<file path="config.mk">
export PLATFORM = sky130hd
export DESIGN_NAME = pipe_stage_skid_reg
export DESIGN_NICKNAME = d
export VERILOG_FILES = /design/src/rtl/pipe_stage_skid_reg_pkg.sv /design/src/rtl/pipe_entry_reg.sv /design/src/rtl/pipe_stage_skid_reg.sv
export SDC_FILE = /design/constraint.sdc
export NUM_CORES = 1
export LEC_CHECK = 0
export ABC_CLOCK_PERIOD_IN_PS = 3000
export CORE_ASPECT_RATIO = 0.7
export CORE_MARGIN = 2
export CORE_UTILIZATION = 49
export DETAILED_ROUTE_END_ITERATION = 10
export GPL_ROUTABILITY_DRIVEN = 0
export PLACE_DENSITY = 0.81
export SYNTH_ARGS = -nofsm -noshare
export SYNTH_HDL_FRONTEND = slang
export SYNTH_SLANG_ARGS = --single-unit
export TNS_END_PERCENT = 1
</file>
<file path="constraint.sdc">
create_clock -name clk -period 3 [get_ports clk]
set_clock_uncertainty 0.1 [all_clocks]
set_input_delay 0.9 -clock clk [delete_from_list [all_inputs] [get_ports clk]]
set_output_delay 0.9 -clock clk [all_outputs]
set_load 0.03 [all_outputs]
</file>
<file path="src/rtl/pipe_stage_skid_reg_pkg.sv">
// rtl/pipe_stage_skid_reg_pkg.sv - default widths and ctrl/data field layout shared by ID and EXE
package pipe_stage_skid_reg_pkg;

    localparam int CTRL_W_DEF = 12;
    localparam int DATA_W_DEF = 136;

    localparam int CTRL_WB_EN       = 0;
    localparam int CTRL_MEM_R_EN    = 1;
    localparam int CTRL_MEM_W_EN    = 2;
    localparam int CTRL_EXE_CMD_LSB = 3;
    localparam int EXE_CMD_W        = 4;
    localparam int CTRL_B           = 7;
    localparam int CTRL_S           = 8;
    localparam int CTRL_IMM         = 9;

    // The shift operand is the low 12 bits of imm24, so it has no field of its own.
    localparam int DATA_PC_LSB     = 0;
    localparam int DATA_VAL_RN_LSB = 32;
    localparam int DATA_VAL_RM_LSB = 64;
    localparam int DATA_IMM24_LSB  = 96;
    localparam int DATA_DEST_LSB   = 120;
    localparam int DATA_SRC_1_LSB  = 124;
    localparam int DATA_SRC_2_LSB  = 128;
    localparam int DATA_SR_LSB     = 132;
    localparam int REG_ID_W        = 4;

    typedef logic [REG_ID_W-1:0]  reg_id_t;
    typedef logic [EXE_CMD_W-1:0] exe_cmd_t;

    function automatic exe_cmd_t get_exe_cmd(input logic [CTRL_W_DEF-1:0] ctrl);
        return ctrl[CTRL_EXE_CMD_LSB +: EXE_CMD_W];
    endfunction

    function automatic reg_id_t get_dest(input logic [DATA_W_DEF-1:0] data);
        return data[DATA_DEST_LSB +: REG_ID_W];
    endfunction

endpackage

</file>
<file path="src/rtl/pipe_entry_reg.sv">
// rtl/pipe_entry_reg.sv - one valid+ctrl+data register with load, drain and flush clear
module pipe_entry_reg
    import pipe_stage_skid_reg_pkg::*;
#(
    parameter int CTRL_W     = CTRL_W_DEF,
    parameter int DATA_W     = DATA_W_DEF,
    parameter int CLEAR_DATA = 1
) (
    input  logic              clk,
    input  logic              rst,
    input  logic              clear,
    input  logic              load,
    input  logic              drain,
    input  logic [CTRL_W-1:0] d_ctrl,
    input  logic [DATA_W-1:0] d_data,
    output logic              valid,
    output logic [CTRL_W-1:0] ctrl,
    output logic [DATA_W-1:0] data
);

    // Drain empties the entry but keeps data; only reset/flush may zero it.
    always_ff @(posedge clk) begin
        if (rst || clear) begin
            valid <= 1'b0;
            ctrl  <= '0;
            if (CLEAR_DATA != 0) begin
                data <= '0;
            end
        end else if (load) begin
            valid <= 1'b1;
            ctrl  <= d_ctrl;
            data  <= d_data;
        end else if (drain) begin
            valid <= 1'b0;
            ctrl  <= '0;
        end
    end

endmodule

</file>
<file path="src/rtl/pipe_stage_skid_reg.sv">
// rtl/pipe_stage_skid_reg.sv - handshaked inter-stage register with optional 2-entry skid buffer
module pipe_stage_skid_reg
    import pipe_stage_skid_reg_pkg::*;
#(
    parameter int CTRL_W     = CTRL_W_DEF,
    parameter int DATA_W     = DATA_W_DEF,
    parameter int SKID       = 1,
    parameter int CLEAR_DATA = 1
) (
    input  logic              clk,
    input  logic              rst,
    input  logic              in_valid,
    output logic              in_ready,
    input  logic [CTRL_W-1:0] in_ctrl,
    input  logic [DATA_W-1:0] in_data,
    output logic              out_valid,
    input  logic              out_ready,
    output logic [CTRL_W-1:0] out_ctrl,
    output logic [DATA_W-1:0] out_data,
    input  logic              flush,
    input  logic              freeze,
    output logic [1:0]        occupancy
);

    logic              take;
    logic              acc;
    logic              main_free;
    logic              main_load;
    logic              main_drain;
    logic              skid_valid;
    logic [CTRL_W-1:0] skid_ctrl;
    logic [DATA_W-1:0] skid_data;
    logic [CTRL_W-1:0] main_ctrl_d;
    logic [DATA_W-1:0] main_data_d;

    assign take      = out_valid & out_ready & ~freeze & ~flush;
    assign acc       = in_valid & in_ready;
    assign main_free = ~out_valid | take;

    // A waiting skid entry always goes ahead of new input to keep FIFO order.
    assign main_load   = ~freeze & main_free & (skid_valid | acc);
    assign main_drain  = ~freeze & main_free & ~skid_valid & ~acc;
    assign main_ctrl_d = skid_valid ? skid_ctrl : in_ctrl;
    assign main_data_d = skid_valid ? skid_data : in_data;

    pipe_entry_reg #(
        .CTRL_W     (CTRL_W),
        .DATA_W     (DATA_W),
        .CLEAR_DATA (CLEAR_DATA)
    ) u_main (
        .clk    (clk),
        .rst    (rst),
        .clear  (flush),
        .load   (main_load),
        .drain  (main_drain),
        .d_ctrl (main_ctrl_d),
        .d_data (main_data_d),
        .valid  (out_valid),
        .ctrl   (out_ctrl),
        .data   (out_data)
    );

    generate
        if (SKID != 0) begin : g_skid
            logic skid_load;
            logic skid_drain;

            // in_ready comes from the skid flop, not from out_ready.
            assign in_ready   = ~rst & ~skid_valid & ~freeze & ~flush;
            assign skid_load  = ~freeze & ~main_free & acc;
            assign skid_drain = ~freeze & main_free & skid_valid;

            pipe_entry_reg #(
                .CTRL_W     (CTRL_W),
                .DATA_W     (DATA_W),
                .CLEAR_DATA (CLEAR_DATA)
            ) u_skid (
                .clk    (clk),
                .rst    (rst),
                .clear  (flush),
                .load   (skid_load),
                .drain  (skid_drain),
                .d_ctrl (in_ctrl),
                .d_data (in_data),
                .valid  (skid_valid),
                .ctrl   (skid_ctrl),
                .data   (skid_data)
            );
        end else begin : g_no_skid
            assign in_ready   = ~rst & ~freeze & ~flush & (~out_valid | out_ready);
            assign skid_valid = 1'b0;
            assign skid_ctrl  = '0;
            assign skid_data  = '0;
        end
    endgenerate

    assign occupancy = {1'b0, out_valid} + {1'b0, skid_valid};

endmodule

</file>
# Word level (Yosys, flattened, before mapping)
# Index checks and enable logic that the tools add are counted.
[totals] register_bits=298 inputBits=154 out_inout_bits=152 elab_cells=43
[op_classes] addsub=1 mux=10 bitwise=23 reduce_logical=3
[ops] cell="$mux 136" count=1
[ops] cell="$mux 12" count=5
[ops] cell="$and 1x1->1" count=14
[ops] cell="$not 1->1" count=7
[ops] cell="$mux 1" count=4
[ops] cell="$reduce_bool 2->1" count=2
[ops] cell="$add 1x1->2" count=1
[ops] cell="$or 1x1->1" count=2
[ops] cell="$logic_or 1x1->1" count=1

# Logic depth before layout (Yosys ltp)
[depth] ltp_word=9 mapped_depth=8 ltp_nobuf=4

# Modules after synthesis
# A second synthesis with hierarchy kept.
[unflattened] hier_cells=1169 hier_area_um2=12645.9
[modules_own_cells] module="pipe_entry_reg" instances=2 cells_each=497 area_per_inst_um2=5383.9
[modules_own_cells] module="pipe_stage_skid_reg" instances=1 cells_each=175 area_per_inst_um2=1878.1

# Worst setup path after synthesis
# No wires, ideal clock.
[synth_path] kind="in2out" startpoint="input port freeze" endpoint="output port in_ready" arrival_ps=1628 required_time_ps=2000 path_slack_ps=372 stages=2 path_buffers=0 cell_sequence="or4_4 inv_1"
[synth_via] elab_chain_cells=3
[synth_lines] element="from (decl)" line="pipe_stage_skid_reg.sv:21" rtl="input logic freeze,"
[synth_lines] element="$not 1->1" line="pipe_stage_skid_reg.sv:69" rtl="assign in_ready = ~rst & ~skid_valid & ~freeze & ~flush;"
[synth_lines] element="$and 1x1->1 (2 in series)" line="pipe_stage_skid_reg.sv:69"
[synth_lines] element="to (decl)" line="pipe_stage_skid_reg.sv:13" rtl="output logic in_ready,"
# No other way between the ends.

# Final worst setup path
[layout_path] startpoint="register u_main.valid" endpoint="output port occupancy[0]"
[layout_via] elab_chain_cells=1
[layout_lines] element="from (decl)" line="pipe_entry_reg.sv:16" rtl="output logic valid,"
[layout_lines] element="from (signal assigned)" line="pipe_entry_reg.sv:24" rtl="valid <= 1'b0;"
[layout_lines] element="from (signal assigned)" line="pipe_entry_reg.sv:30" rtl="valid <= 1'b1;"
[layout_lines] element="from (signal assigned)" line="pipe_entry_reg.sv:34" rtl="valid <= 1'b0;"
[layout_lines] element="$add 1x1->2" line="pipe_stage_skid_reg.sv:97" rtl="assign occupancy = {1'b0, out_valid} + {1'b0, skid_valid};"
[layout_lines] element="to (decl)" line="pipe_stage_skid_reg.sv:22" rtl="output logic [1:0] occupancy"
# No other way between the ends.

==> metrics.md <==
| Metric | Value |
|---|---|
| Wire length of the first global-routing pass | `50700 um` |
| Area growth from synthesis to layout | `38.8%` |
| Fraction of final layout cells with drive strength greater than 1 | `about 6.5%` |
| Final Net Count | `~1.8k` |
| Vias per std cell | `around 5.3` |
| Final clock period utilization by the worst path | `around 98%` |
| Final Hold Viols | `0` |
| Post-layout power | `about 8 mW` |
| Area of the mapped netlist | `11700 sq um` |
| Worst vdd ir | `between 0.4 and 0.5 mV` |
| Via count of the first global-routing pass | `roughly 10k` |
| Gate Count Post-Synth | `between 1k and 1.5k` |
| H-Tree Depth | `1` |
| Hold slack final | `between 0.3 and 0.4 ns` |
| Period minus WS final | `2.93 ns` |
| Synth warnings | `0` |
| # Max-Cap Violations | `0` |
| Sequential share of the synthesized area | `between 50% and 60%` |
| Nature of the critical path startpoint | `flip-flop` |
| Top FF cell, synth | `sky130_fd_sc_hd__dfxtp_1` |
| Max-slew headroom at the worst pin | `25.3%` |
| IO buf count | `about 310` |
| Area of the multi-input gates | `about 5200 sq um` |
| Total wire length | `32200 um` |
| Number of hold buffers added after CTS | `0` |
| Length of the first detailed-routing pass in iterations | `5` |
| Area of the placeable core | `approximately 24000 sq um` |
| Overall via count from detail_route | `10.3k` |
| Worst-Margin Slew | `around 1.1 ns` |
| Antenna violations before repair | `1` |
| Clock tree sinks | `a little under 300` |
| RSZ-0062 raised after global routing | `no` |
| Maximum number of pins on one net before global-route repair | `154` |
| Critical Path Slowest Stage Cell | `sky130_fd_sc_hd__clkdlybuf4s50_1` |
| Horizontal die dimension | `between 150 and 200 um` |
| Async set-reset flop share out of synthesis | `0%` |
| Clock buffers created by TritonCTS | `28` |
| Leakage power summed over all cells | `~5.0 nW` |
| Die height | `about 130 um` |
| Distinct cells, synth | `26` |
| Result of the run | `finished, final reports clean` |
| Maximum clock insertion buffer count | `3` |
| Number of flops mapped to enable cells by yosys | `0` |
| Number of register bits inferred by synthesis | `298` |
| Sequential cell area in the final layout | `about 6000 sq um` |
| Path type of the worst setup path | `flip-flop to primary output` |
| Class of the most critical hold timing path | `flip-flop to flip-flop` |
| Critical Path, Cell by Cell | `ha_1, clkdlybuf4s50_1` |
| HPWL after DPL | `between 20000 and 25000 um` |
| Total power per unit cell area | `about 490 nW/um^2` |
| TritonCTS clock tree | `yes` |
| Maximum fanout count along the critical path | `6` |
| Worst EP arrival | `a little under 2 ns` |
| Starting utilization of the core area | `between 40% and 50%` |
| Maximum clock rate | `341 MHz` |
| Post-synthesis net count | `between 1k and 1.5k` |
| DRC Markers | `0` |
| Clock latency of the later-clocked register in the worst-skew pair | `between 0.5 and 0.6 ns` |
| Number of antenna-violating nets in the routed design | `0` |
| Setup violators final | `0` |
| Fill cells | `approximately 1.8k` |
| Io pins | `306` |
| Max Slew Vio Count | `0` |
| Die area | `about 25000 sq um` |
| Aggregate global routing overflow | `0` |
| Post-CTS clock slew at the launch and capture registers of the worst setup and hold paths | `about 0.07 ns` |
| Core occupancy in the finished layout | `68.8%` |
| Required @ worst endpoint | `roughly 2 ns` |
| 1st-iter DRT viols | `just over 700` |
| Cell row count | `47` |
| Root buffer cell | `sky130_fd_sc_hd__clkbuf_16` |
| Delay of the slowest cell on the worst path | `about 0.66 ns` |
| Antenna diode count | `0` |
| Post-synthesis average cell area | `~8.8 sq um` |
| WL/cell | `16.6 um` |
| Element type at the critical path end | `primary output` |
| Global-route usage over all layers | `between 20 and 25%` |
==> Yosys cell counts (2+ instances only) <==
cell / n / share of area, %
sky130_fd_sc_hd__o21ai_0: 3 / 0.13
sky130_fd_sc_hd__mux2i_1: 148 / 13
sky130_fd_sc_hd__buf_6: 2 / 0.19
sky130_fd_sc_hd__o32ai_1: 12 / 0.90
sky130_fd_sc_hd__a21oi_1: 151 / 6.5
sky130_fd_sc_hd__a211oi_1: 136 / 8.8
sky130_fd_sc_hd__nor2_1: 137 / 4.4
sky130_fd_sc_hd__clkbuf_1: 74 / 2.4
sky130_fd_sc_hd__buf_2: 24 / 1.0
sky130_fd_sc_hd__buf_4: 11 / 0.71
sky130_fd_sc_hd__dfxtp_1: 298 / 51
sky130_fd_sc_hd__inv_1: 3 / 0.097
sky130_fd_sc_hd__nand3_1: 12 / 0.52
sky130_fd_sc_hd__nand2_1: 297 / 9.6
sky130_fd_sc_hd__buf_1: 6 / 0.19
==> per-stage QoR <==
stage	area (sq um)	setup WS [ns]	cells	TNS, ns
6_report	16200	0.0688	1938	0
5_1_grt	16200	0.0161	1938	0
4_1_cts	16200	0.0347	1938	0
3_5_place_dp	15300	-0.116	1888	-6.12
3_3_place_gp	15300	-0.103	1888	-0.665
2_1_floorplan	11700	0.372	1325	0
==> worst max-delay path: cells and delay by family, from the launching register on <==
| kind | cells | cell delay, ns |
|---|---|---|
| flip-flops | 1 | 0.40 |
| adder cells (fa/ha/maj) | 1 | 0.33 |
| buffers and inverters | 1 | 0.66 |
==> registers in the layout (all words and copies together), names as in the netlist <==
| name | cells |
|---|---|
| u_main.ctrl | 12 |
| g_skid.u_skid.valid | 1 |
| u_main.data | 136 |
| u_main.valid | 1 |
| g_skid.u_skid.ctrl | 12 |
| g_skid.u_skid.data | 136 |
==> path summary, 6_finish.rpt <==
| path | end | start | cells after the start | slack, ns |
|---|---|---|---|---|
| worst min-delay path | g_skid.u_skid.data[78] | g_skid.u_skid.data[78] | 2 | 0.35 |
| worst min register to register | g_skid.u_skid.data[78] | g_skid.u_skid.data[78] | 2 | 0.35 |
| worst max register to register | u_main.data[31] | g_skid.u_skid.valid | 6 | 0.55 |
| worst max-delay path | occupancy[0] | u_main.valid | 2 | 0.07 |
==> repair_timing <==
action	4_1_cts	5_1_grt
gates resized for setup	4	1
setup endpoints to repair	1	1
endpoints found under the hold margin	0	0
pin swaps	1	0
buffers inserted	1	0
==> cells by family (layout without fill, tap and decap cells) <==
| family | Yosys count | after routing | synth area share [%] |
|---|---|---|---|
| muxes | 148 | 148 | 12.7 |
| and+or+nand+nor | 454 | 454 | 15.0 |
| AOI/OAI and AO/OA | 304 | 304 | 16.4 |
| adders and majority gates | 1 | 1 | 0.107 |
| DFF | 298 | 298 | 51.2 |
| buffers and inverters | 120 | 415 | 4.60 |
==> where the power goes <==
group          internal (mW)  switching, mW
Combinational          0.352          0.333
Clock                   1.82           1.48
Sequential              3.98         0.0168
Total                   6.15           1.83
==> cell type report <==
class	count	share of cell area, %
clock buffer	41	4.88
tap	318	2.46
clock inverter	8	0.317
sequential	298	36.9
timing repair buffer	363	23.4
inverter	3	0.0696
multi-input combinational	907	32.0
==> layer usage <==
layer  track usage (%)  share of wire (%)
met5                 0                  0
met2              39.9                 45
met1              32.0                 44
met3              7.21                8.5
met4              6.90                2.5
==> cell usage in the layout, fill, tap and decap left out, types with 12 or more instances in the layout <==
master	count
sky130_fd_sc_hd__nand2_1	297
sky130_fd_sc_hd__a211oi_1	136
sky130_fd_sc_hd__nor2_1	137
sky130_fd_sc_hd__mux2i_1	148
sky130_fd_sc_hd__buf_4	34
sky130_fd_sc_hd__o32ai_1	12
sky130_fd_sc_hd__buf_12	24
sky130_fd_sc_hd__dfxtp_1	297
sky130_fd_sc_hd__nand3_1	12
sky130_fd_sc_hd__clkbuf_16	28
sky130_fd_sc_hd__clkdlybuf4s50_1	301
sky130_fd_sc_hd__a21oi_1	151
No activity file was read; power rests on OpenSTA's default activity.
